**src/rtl/cpu7_ifu_ibuf_if.sv**
```systemverilog
// Fetch/decode/flush bundle of the cpu7 instruction buffer.
// master = fetch/decode/exu side, slave = the buffer itself.
interface cpu7_ifu_ibuf_if #(
    parameter int PC_W  = 32,
    parameter int PTR_W = 2
);
    logic             fdp_ibuf_valid;
    logic [PC_W-1:0]  fdp_ibuf_pc;
    logic [31:0]      fdp_ibuf_inst;
    logic             fdp_ibuf_exception;
    logic [5:0]       fdp_ibuf_exccode;
    logic             ibuf_fdp_ready;
    logic             ibuf_dec_valid;
    logic [PC_W-1:0]  ibuf_dec_pc;
    logic [31:0]      ibuf_dec_inst;
    logic             ibuf_dec_exception;
    logic [5:0]       ibuf_dec_exccode;
    logic             dec_ibuf_ready;
    logic             exu_ibuf_flush;
    logic [PTR_W:0]   ibuf_count;

    modport master (
        output fdp_ibuf_valid, fdp_ibuf_pc, fdp_ibuf_inst, fdp_ibuf_exception,
               fdp_ibuf_exccode, dec_ibuf_ready, exu_ibuf_flush,
        input  ibuf_fdp_ready, ibuf_dec_valid, ibuf_dec_pc, ibuf_dec_inst,
               ibuf_dec_exception, ibuf_dec_exccode, ibuf_count
    );

    modport slave (
        input  fdp_ibuf_valid, fdp_ibuf_pc, fdp_ibuf_inst, fdp_ibuf_exception,
               fdp_ibuf_exccode, dec_ibuf_ready, exu_ibuf_flush,
        output ibuf_fdp_ready, ibuf_dec_valid, ibuf_dec_pc, ibuf_dec_inst,
               ibuf_dec_exception, ibuf_dec_exccode, ibuf_count
    );
endinterface

```
**src/rtl/cpu7_ifu_ibuf.sv**
```systemverilog
// cpu7 fetch-to-decode instruction buffer: circular FIFO with flush and fault lock.
// Optional same-cycle bypass of an empty buffer: define CPU7_IBUF_BYPASS_EN.
module cpu7_ifu_ibuf #(
    parameter int DEPTH = 4,
    parameter int PC_W  = 32,
    parameter int PTR_W = 2
) (
    input  logic            clk,
    input  logic            resetn,
    cpu7_ifu_ibuf_if.slave  bus
);
    localparam logic [PTR_W:0] FULL_CNT = (PTR_W+1)'(DEPTH);

    logic [PC_W-1:0]  pc_mem   [DEPTH];
    logic [31:0]      inst_mem [DEPTH];
    logic             exc_mem  [DEPTH];
    logic [5:0]       code_mem [DEPTH];

    logic [PTR_W-1:0] rd_ptr_r;
    logic [PTR_W-1:0] wr_ptr_r;
    logic [PTR_W:0]   count_r;
    logic             exc_lock_r;

    logic [PTR_W-1:0] rd_ptr_s;
    logic [PTR_W-1:0] wr_ptr_s;
    logic [PTR_W:0]   count_s;
    logic             exc_lock_s;

    logic             ready_s;
    logic             bypass_s;
    logic             head_valid_s;
    logic             push_s;
    logic             pop_s;
    logic             pass_s;
    logic             wr_en_s;
    logic             rd_en_s;
    logic [PC_W-1:0]  head_pc_s;
    logic [31:0]      head_inst_s;
    logic             head_exc_s;
    logic [5:0]       head_code_s;

    // Handshake qualifiers; flush overrides both push and pop.
    always_comb begin
        ready_s = (count_r != FULL_CNT) && !exc_lock_r;
`ifdef CPU7_IBUF_BYPASS_EN
        bypass_s = (count_r == {(PTR_W+1){1'b0}}) && bus.fdp_ibuf_valid
                   && !exc_lock_r && !bus.exu_ibuf_flush;
`else
        bypass_s = 1'b0;
`endif
        head_valid_s = (count_r != {(PTR_W+1){1'b0}}) || bypass_s;
        push_s  = bus.fdp_ibuf_valid && ready_s && !bus.exu_ibuf_flush;
        pop_s   = head_valid_s && bus.dec_ibuf_ready && !bus.exu_ibuf_flush;
        // A bypassed entry consumed in the same cycle never touches storage.
        pass_s  = bypass_s && bus.dec_ibuf_ready;
        wr_en_s = push_s && !pass_s;
        rd_en_s = pop_s && !pass_s;
    end

    // Next-state for pointers, occupancy and the fault lock.
    always_comb begin
        rd_ptr_s   = rd_ptr_r;
        wr_ptr_s   = wr_ptr_r;
        count_s    = count_r;
        exc_lock_s = exc_lock_r;
        if (bus.exu_ibuf_flush) begin
            rd_ptr_s   = {PTR_W{1'b0}};
            wr_ptr_s   = {PTR_W{1'b0}};
            count_s    = {(PTR_W+1){1'b0}};
            exc_lock_s = 1'b0;
        end else begin
            if (wr_en_s) begin
                wr_ptr_s = wr_ptr_r + PTR_W'(1'b1);
            end else begin
                wr_ptr_s = wr_ptr_r;
            end
            if (rd_en_s) begin
                rd_ptr_s = rd_ptr_r + PTR_W'(1'b1);
            end else begin
                rd_ptr_s = rd_ptr_r;
            end
            case ({wr_en_s, rd_en_s})
                2'b10:   count_s = count_r + (PTR_W+1)'(1'b1);
                2'b01:   count_s = count_r - (PTR_W+1)'(1'b1);
                default: count_s = count_r;
            endcase
            if (push_s && bus.fdp_ibuf_exception) begin
                exc_lock_s = 1'b1;
            end else begin
                exc_lock_s = exc_lock_r;
            end
        end
    end

    // Control state register.
    always_ff @(posedge clk or negedge resetn) begin
        if (!resetn) begin
            rd_ptr_r   <= {PTR_W{1'b0}};
            wr_ptr_r   <= {PTR_W{1'b0}};
            count_r    <= {(PTR_W+1){1'b0}};
            exc_lock_r <= 1'b0;
        end else begin
            rd_ptr_r   <= rd_ptr_s;
            wr_ptr_r   <= wr_ptr_s;
            count_r    <= count_s;
            exc_lock_r <= exc_lock_s;
        end
    end

    // Entry storage: written on push only, deliberately not reset.
    always_ff @(posedge clk) begin
        if (wr_en_s) begin
            pc_mem[wr_ptr_r]   <= bus.fdp_ibuf_pc;
            inst_mem[wr_ptr_r] <= bus.fdp_ibuf_inst;
            exc_mem[wr_ptr_r]  <= bus.fdp_ibuf_exception;
            code_mem[wr_ptr_r] <= bus.fdp_ibuf_exccode;
        end
    end

    // Head selection; empty buffer presents all-zero data.
    always_comb begin
        head_pc_s   = {PC_W{1'b0}};
        head_inst_s = 32'h0000_0000;
        head_exc_s  = 1'b0;
        head_code_s = 6'h00;
        if (bypass_s) begin
            head_pc_s   = bus.fdp_ibuf_pc;
            head_inst_s = bus.fdp_ibuf_inst;
            head_exc_s  = bus.fdp_ibuf_exception;
            head_code_s = bus.fdp_ibuf_exccode;
        end else if (count_r != {(PTR_W+1){1'b0}}) begin
            head_pc_s   = pc_mem[rd_ptr_r];
            head_inst_s = inst_mem[rd_ptr_r];
            head_exc_s  = exc_mem[rd_ptr_r];
            head_code_s = code_mem[rd_ptr_r];
        end else begin
            head_pc_s   = {PC_W{1'b0}};
            head_inst_s = 32'h0000_0000;
            head_exc_s  = 1'b0;
            head_code_s = 6'h00;
        end
    end

    assign bus.ibuf_fdp_ready     = ready_s;
    assign bus.ibuf_dec_valid     = head_valid_s;
    assign bus.ibuf_dec_pc        = head_pc_s;
    assign bus.ibuf_dec_inst      = head_inst_s;
    assign bus.ibuf_dec_exception = head_exc_s;
    assign bus.ibuf_dec_exccode   = head_code_s;
    assign bus.ibuf_count         = count_r;
endmodule

```
**src/flat_wrapper.sv**
```systemverilog
// flat-port wrapper written by rule: the top's interface ports become plain ports
module cpu7_ifu_ibuf_flat 
#(
    parameter int DEPTH = 4,
    parameter int PC_W  = 32,
    parameter int PTR_W = 2
)
  (clk, resetn, bus_fdp_ibuf_valid, bus_fdp_ibuf_pc, bus_fdp_ibuf_inst, bus_fdp_ibuf_exception, bus_fdp_ibuf_exccode, bus_dec_ibuf_ready, bus_exu_ibuf_flush, bus_ibuf_fdp_ready, bus_ibuf_dec_valid, bus_ibuf_dec_pc, bus_ibuf_dec_inst, bus_ibuf_dec_exception, bus_ibuf_dec_exccode, bus_ibuf_count);
  cpu7_ifu_ibuf_if #(.PC_W(PC_W), .PTR_W(PTR_W)) bus_i ();
  input  logic clk;
  input  logic resetn;
  input wire logic [$bits(bus_i.fdp_ibuf_valid)-1:0] bus_fdp_ibuf_valid;
  input wire logic [$bits(bus_i.fdp_ibuf_pc)-1:0] bus_fdp_ibuf_pc;
  input wire logic [$bits(bus_i.fdp_ibuf_inst)-1:0] bus_fdp_ibuf_inst;
  input wire logic [$bits(bus_i.fdp_ibuf_exception)-1:0] bus_fdp_ibuf_exception;
  input wire logic [$bits(bus_i.fdp_ibuf_exccode)-1:0] bus_fdp_ibuf_exccode;
  input wire logic [$bits(bus_i.dec_ibuf_ready)-1:0] bus_dec_ibuf_ready;
  input wire logic [$bits(bus_i.exu_ibuf_flush)-1:0] bus_exu_ibuf_flush;
  output wire logic [$bits(bus_i.ibuf_fdp_ready)-1:0] bus_ibuf_fdp_ready;
  output wire logic [$bits(bus_i.ibuf_dec_valid)-1:0] bus_ibuf_dec_valid;
  output wire logic [$bits(bus_i.ibuf_dec_pc)-1:0] bus_ibuf_dec_pc;
  output wire logic [$bits(bus_i.ibuf_dec_inst)-1:0] bus_ibuf_dec_inst;
  output wire logic [$bits(bus_i.ibuf_dec_exception)-1:0] bus_ibuf_dec_exception;
  output wire logic [$bits(bus_i.ibuf_dec_exccode)-1:0] bus_ibuf_dec_exccode;
  output wire logic [$bits(bus_i.ibuf_count)-1:0] bus_ibuf_count;
  assign bus_i.fdp_ibuf_valid = bus_fdp_ibuf_valid;
  assign bus_i.fdp_ibuf_pc = bus_fdp_ibuf_pc;
  assign bus_i.fdp_ibuf_inst = bus_fdp_ibuf_inst;
  assign bus_i.fdp_ibuf_exception = bus_fdp_ibuf_exception;
  assign bus_i.fdp_ibuf_exccode = bus_fdp_ibuf_exccode;
  assign bus_i.dec_ibuf_ready = bus_dec_ibuf_ready;
  assign bus_i.exu_ibuf_flush = bus_exu_ibuf_flush;
  assign bus_ibuf_fdp_ready = bus_i.ibuf_fdp_ready;
  assign bus_ibuf_dec_valid = bus_i.ibuf_dec_valid;
  assign bus_ibuf_dec_pc = bus_i.ibuf_dec_pc;
  assign bus_ibuf_dec_inst = bus_i.ibuf_dec_inst;
  assign bus_ibuf_dec_exception = bus_i.ibuf_dec_exception;
  assign bus_ibuf_dec_exccode = bus_i.ibuf_dec_exccode;
  assign bus_ibuf_count = bus_i.ibuf_count;
  cpu7_ifu_ibuf #(.DEPTH(DEPTH), .PC_W(PC_W), .PTR_W(PTR_W)) u_core (.clk(clk), .resetn(resetn), .bus(bus_i));
endmodule
```
**config.mk**
```make
export PLATFORM = sky130hd
export DESIGN_NAME = cpu7_ifu_ibuf_flat
export DESIGN_NICKNAME = d
export VERILOG_FILES = /design/src/rtl/cpu7_ifu_ibuf_if.sv /design/src/rtl/cpu7_ifu_ibuf.sv /design/src/flat_wrapper.sv
export SDC_FILE = /design/constraint.sdc
export NUM_CORES = 1
export LEC_CHECK = 0
export ABC_AREA = 0
export CORE_MARGIN = 1
export CORE_UTILIZATION = 51
export CTS_BUF_LIST = sky130_fd_sc_hd__clkbuf_2
export DETAILED_ROUTE_END_ITERATION = 6
export GPL_TIMING_DRIVEN = 0
export PLACE_DENSITY_LB_ADDON = 0.25
export SYNTH_ARGS = -nofsm -noshare
export SYNTH_HDL_FRONTEND = slang
export SYNTH_SLANG_ARGS = --single-unit
```
**constraint.sdc**
```tcl
create_clock -name clk -period 3.2 [get_ports clk]
set_input_delay 0.48 -clock clk [delete_from_list [all_inputs] [get_ports clk]]
set_output_delay 0.48 -clock clk [all_outputs]
set_load 0.02 [all_outputs]
```
[Word level (Yosys, flattened, before mapping)]
Memories as Yosys holds them, arrays and structs flattened.
Cells that the tools add are included.
Storage, ports and cells
  bits in latches: 0
  register bits after elaboration: 8
  output and inout port bits: 76
  memory bits (read-only): 0
  bits of input ports: 76
  memory bits (writable): 284
  memories: 4
Memories
  u_core.inst_mem: depth 4, bits a word 32, read ports 1, clocked after Yosys merged registers in 0, write ports 1, RTL line cpu7_ifu_ibuf.sv:15  | logic [31:0] inst_mem [DEPTH];
  u_core.pc_mem: depth 4, bits a word 32, read ports 1, clocked after Yosys merged registers in 0, write ports 1, RTL line cpu7_ifu_ibuf.sv:14  | logic [PC_W-1:0] pc_mem [DEPTH];
  u_core.code_mem: depth 4, bits a word 6, read ports 1, clocked after Yosys merged registers in 0, write ports 1, RTL line cpu7_ifu_ibuf.sv:17  | logic [5:0] code_mem [DEPTH];
  u_core.exc_mem: depth 4, bits a word 1, read ports 1, clocked after Yosys merged registers in 0, write ports 1, RTL line cpu7_ifu_ibuf.sv:16  | logic exc_mem [DEPTH];
Operators by class
  divide/modulo/power cells: 0
  add/subtract/negate cells: 4
  muxes and demuxes: 14
  order comparisons: 0
  reduce and logical (&&, ||, !) cells: 13
  eq/ne operators: 3
  shifts and indexed selects: 0
  bitwise gates (word level): 0
  $mul: 0
Operators by type and width (number)
  $mux W32: 2
  $mux W2: 4
  $logic_and A1 B1 Y1: 6
  $mux W6: 1
  $pmux W3 S2: 1
  $reduce_bool A2 Y1: 3
  $reduce_bool A3 Y1: 2
  $mux W1: 5
  $add A2 B1 Y2 const B: 2
  $add A3 B1 Y3 const B: 1
  $mux W3: 1
  $ne A3 B3 Y1 const B: 1
  $sub A3 B1 Y3 const B: 1
  $eq A2 B1 Y1 const B: 1
  $eq A2 B2 Y1 const B: 1
  $logic_not A1 Y1: 2

[Depth between registers and ports, before layout]
  depth in word-level cells: 7
  depth in mapped cells: 7
  depth with buffers taken out: 7

[Worst setup path before layout]
Ideal clock, no wire load.
  path kind: reg-to-reg
  start point: register u_core.count_r[0], in the netlist u_core.bus.ibuf_count[0]
  end point: memory u_core.code_mem[1][0] (enable)
  slack: -246 ps
  cell stages (with the launch flop): 5
  required time: 2763 ps
  arrival time: 3009 ps
  clock period less this slack: 3446 ps
  buffers on the path: 0
  path through: dfrtp_1 nor2_2 a21oi_1 and3b_1 and2_1
Between the ends
  longest elaborated chain between the ends: 6
RTL lines
  from (decl): RTL line cpu7_ifu_ibuf.sv:21  | logic [PTR_W:0] count_r;
  from (signal assigned): RTL line cpu7_ifu_ibuf.sv:100  | count_r <= {(PTR_W+1){1'b0}};
  from (signal assigned): RTL line cpu7_ifu_ibuf.sv:105  | count_r <= count_s;
  $ne A3 B3 Y1: RTL line cpu7_ifu_ibuf.sv:44  | ready_s = (count_r != FULL_CNT) && !exc_lock_r;
  $logic_and A1 B1 Y1: RTL line cpu7_ifu_ibuf.sv:44
  net bus_ibuf_fdp_ready: RTL line flat_wrapper.sv:19  | output wire logic [$bits(bus_i.ibuf_fdp_ready)-1:0] bus_ibuf_fdp_ready;
  $logic_and A1 B1 Y1 (2 in series): RTL line cpu7_ifu_ibuf.sv:52  | push_s = bus.fdp_ibuf_valid && ready_s && !bus.exu_ibuf_flush;
  $mux W1: RTL line cpu7_ifu_ibuf.sv:112  | if (wr_en_s) begin
  $mux W1 (not written as such): RTL line cpu7_ifu_ibuf.sv:116  | code_mem[wr_ptr_r] <= bus.fdp_ibuf_exccode;
  to (decl): RTL line cpu7_ifu_ibuf.sv:17
The timed path passes the listed nets, and every way through them passes these cells.

[Worst setup path in the final report]
  start point: register u_core.count_r[1], in the netlist u_core.bus.ibuf_count[1]
  end point: output port bus_ibuf_dec_valid
Between the ends
  longest elaborated chain between the ends: 1
RTL lines
  $reduce_bool A3 Y1: RTL line cpu7_ifu_ibuf.sv:51  | head_valid_s = (count_r != {(PTR_W+1){1'b0}}) || bypass_s;
  to (decl): RTL line flat_wrapper.sv:20  | output wire logic [$bits(bus_i.ibuf_dec_valid)-1:0] bus_ibuf_dec_valid;
No other way between the ends.

==> results.toml <==
[run_status]
status = "completed"

[sta]
post-route-period-util = 0.9442
setup_viol = 0
worst_slack_ns = 0.1785
hold_viol = 0
finalMaxSlewViolations = 0
fin_crit_ns = 3.021
fin_setup_tns_ns = 0
hold_slack_ns = 0.3080
max_freq_mhz = 331.0
skew_ns = 0.05133
slew_headroom = 0.5979
grt_setup_unrepaired = "false"
worst_pin_slew_ns = 0.6031

[logic_synthesis]
synth_cell_types = 34
syn_area_sq_um = 11360
synth_mux_area_frac = 0.1435
yosys_warnings = 0
synth_top_family_by_area = "multiplexers"
synth-simple-area-share = 0.05230
synth_compound_area_frac = 0.004954
synthAdderAreaFrac = 0.006165
ys_seq_area_frac = 0.7680
syn_nets = 586
avgSynthCellArea_sq_um = 22.50
synth_cells = 505
ys_ff_latch = 292
synth-xor-area-share = 0.004734

[power]
total_power_mw = 10.75
ir_drop_mv = 0.4355
clock_power_share = 0.219
power.density_nw_per_um2 = 763.7
combPwrFrac = 0.364
pwr-share-seq = 0.417
p_switching_mw = 3.467
leakage_nw = 5.206
switching_share = 0.3226
intPower_mw = 7.280

[critical_path]
crit_type = "flop to primary output"
cp.arrival_ns = 2.54
cp.required_ns = 2.72
crit_path_end_kind = "primary output"
crit_fanout = 11
cp-start-kind = "flop"
reg2reg_slack_ns = 0.85

[grt]
grtUsageMet1 = 0.2316
grt_pass1_vias = 6263
grt_use_met3 = 0.05813
grt_use_total = 0.1937
grt_max_degree = 47
busiest_layer = "met2"
antenna_found_initial = 1
grt_overflow_total = 0
use_met2 = 0.3279
grt_pass1_wl_um = 32310

[floorplan]
die_h_um = 151.3
initial_core_util = 0.5208
core_sq_um = 21820
die_x_um = 151.3
num_io_pins = 152
die_area_sq_um = 22880
num_rows = 54

[finish]
syn_to_final_growth_pct = 23.82
drive_above_1_share = 0.2812
most-common-layout-cells = "284 x edfxtp_1, 105 x clkbuf_2, 80 x clkdlybuf4s50_1"
final-instance-count-excl-fill = 1074
finish.instance_area_sq_um = 14070
final_common_cell = "edfxtp_1"
nets = 818
fin_util = 0.6448

[detailed_routing]
vias = 5712
postRouteAntennaNets = 0
drt-initial-drc-count = 227
drt_wl_total_um = 21070
vias_per_cell = 5.318
first_pass_iters = 4
wl_per_cell_um = 19.61
drc = 0

[cts]
clkTransAtPathRegs_ns = 0.10
cts_tree = "done"
clockRootBuffer = "clkbuf_2"
cts_sinks = 292
numCtsBuffers = 73
cts_buffer_depth = 3
htreeDepth = 3
clock_latency_ns = 0.80

[placement]
postPlaceCellArea_sq_um = 13350
post-place-ws_ns = 0.4698
dpl.hpwl_um = 12640
dp.cells = 940
port_buffers = 151
place_congestion = 0.7922

[worst_hold_path]
hp-class = "primary input to flop"

[flow_run]
maxCapViolations = 0
synthesized netlist by cell type:
master | count | area, sq um
buf_8 | 1 | 15.01
edfxtp_1 | 284 | 8528
or3_4 | 1 | 11.26
mux4_2 | 71 | 1599
ha_1 | 4 | 50.05
and3b_1 | 1 | 8.760
nand3_1 | 1 | 5.000
mux2i_1 | 2 | 20.02
nand2b_1 | 4 | 25.02
nand2_4 | 1 | 11.26
nor3_1 | 1 | 5.000
a21oi_1 | 2 | 10.01
o21ai_0 | 2 | 10.01
a31oi_1 | 1 | 6.260
nor2_2 | 1 | 6.260
dfrtp_1 | 8 | 200.2
buf_12 | 6 | 120.1
o22ai_1 | 1 | 6.260
mux2_1 | 1 | 11.26
nor4b_1 | 1 | 8.760
xor2_1 | 2 | 17.52
xor2_4 | 1 | 27.53
nand4b_1 | 1 | 8.760
nor2_1 | 6 | 22.52
fa_1 | 1 | 20.02
buf_6 | 1 | 11.26
clkbuf_1 | 6 | 22.52
o211ai_1 | 1 | 7.510
buf_2 | 11 | 55.05
inv_1 | 2 | 7.510
a21oi_4 | 1 | 16.27
and2_1 | 76 | 475.5
nor2b_1 | 1 | 6.260
xnor2_1 | 1 | 8.760
cell type report:
type	instances	area, sq um
Antenna cell	1	2.502
Buffer	24	264.0
Fill cell	1561	7751
Clock inverter	26	127.6
Sequential cell	292	8732
Tap cell	280	350.3
Timing Repair Buffer	158	1648
Inverter	2	7.507
Multi-Input combinational cell	186	2415
Clock buffer	105	525.5
power groups by stage:
| stage | registers (mW) | clock network (mW) | logic [mW] |
|---|---|---|---|
| 2_1_floorplan | 4.56 | 0 | 2.50 |
| 3_3_place_gp | 4.56 | 0 | 4.15 |
| 3_5_place_dp | 4.56 | 0 | 4.20 |
| 4_1_cts | 4.48 | 2.45 | 4.02 |
| 5_1_grt | 4.50 | 2.64 | 4.21 |
| 6_report | 4.48 | 2.36 | 3.91 |
path summary, 6_finish.rpt:
| path | from | endpoint | cells after the start |
|---|---|---|---|
| setup / recovery | u_core.bus.ibuf_count[1]$_DFFE_PN0P_ | bus_ibuf_dec_valid | 3 |
| hold reg to reg | u_core.exc_lock_r$_DFFE_PN0P_ | u_core.exc_lock_r$_DFFE_PN0P_ | 2 |
| max in group asynchronous | resetn | u_core.exc_lock_r$_DFFE_PN0P_ | 2 |
| min in group asynchronous | resetn | u_core.bus.ibuf_count[2]$_DFFE_PN0P_ | 2 |
| hold / removal | bus_fdp_ibuf_pc[25] | u_core.pc_mem[2][25]$_DFFE_PP_ | 1 |
| setup reg to reg | u_core.bus.ibuf_count[1]$_DFFE_PN0P_ | u_core.bus.ibuf_count[2]$_DFFE_PN0P_ | 7 |
routing by layer:
layer | vias to the layer above | routed length (um) | share of wire
met4 | 0 | 320 | 0.015
li1 | 2571 | - | -
met1 | 2897 | 8329 | 0.40
met3 | 30 | 1576 | 0.075
met5 | - | 0 | 0
met2 | 214 | 10840 | 0.51
flip-flops by register name, indices dropped and copies added (netlist names):
name / count
u_core.exc_mem: 4
u_core.bus.ibuf_count: 3
u_core.wr_ptr_r: 2
u_core.exc_lock_r: 1
u_core.rd_ptr_r: 2
u_core.pc_mem: 128
u_core.inst_mem: 128
u_core.code_mem: 24
worst max-delay path, stage by stage (launching register included):
cell	delay, ns
dfrtp_2	0.47
or3_4	0.51
buf_2	0.22
clkdlybuf4s50_1	0.55
cell families after synthesis:
kind of cell             count (synthesis)
flip-flops                             292
AND/OR/NAND/NOR                         95
multiplexers                            74
buffers and inverters                   27
AO/OA/AOI/OAI                            8
adder cells (fa/ha/maj)                  5
XOR/XNOR                                 4
repair_timing:
item	in CTS	in global routing
buffers inserted	0	2
resized for setup	63	30
endpoints found under the hold margin	8	0
hold buffers	1	0
setup endpoints to repair	72	38
Note: power is estimated with default switching activity, not from simulation.
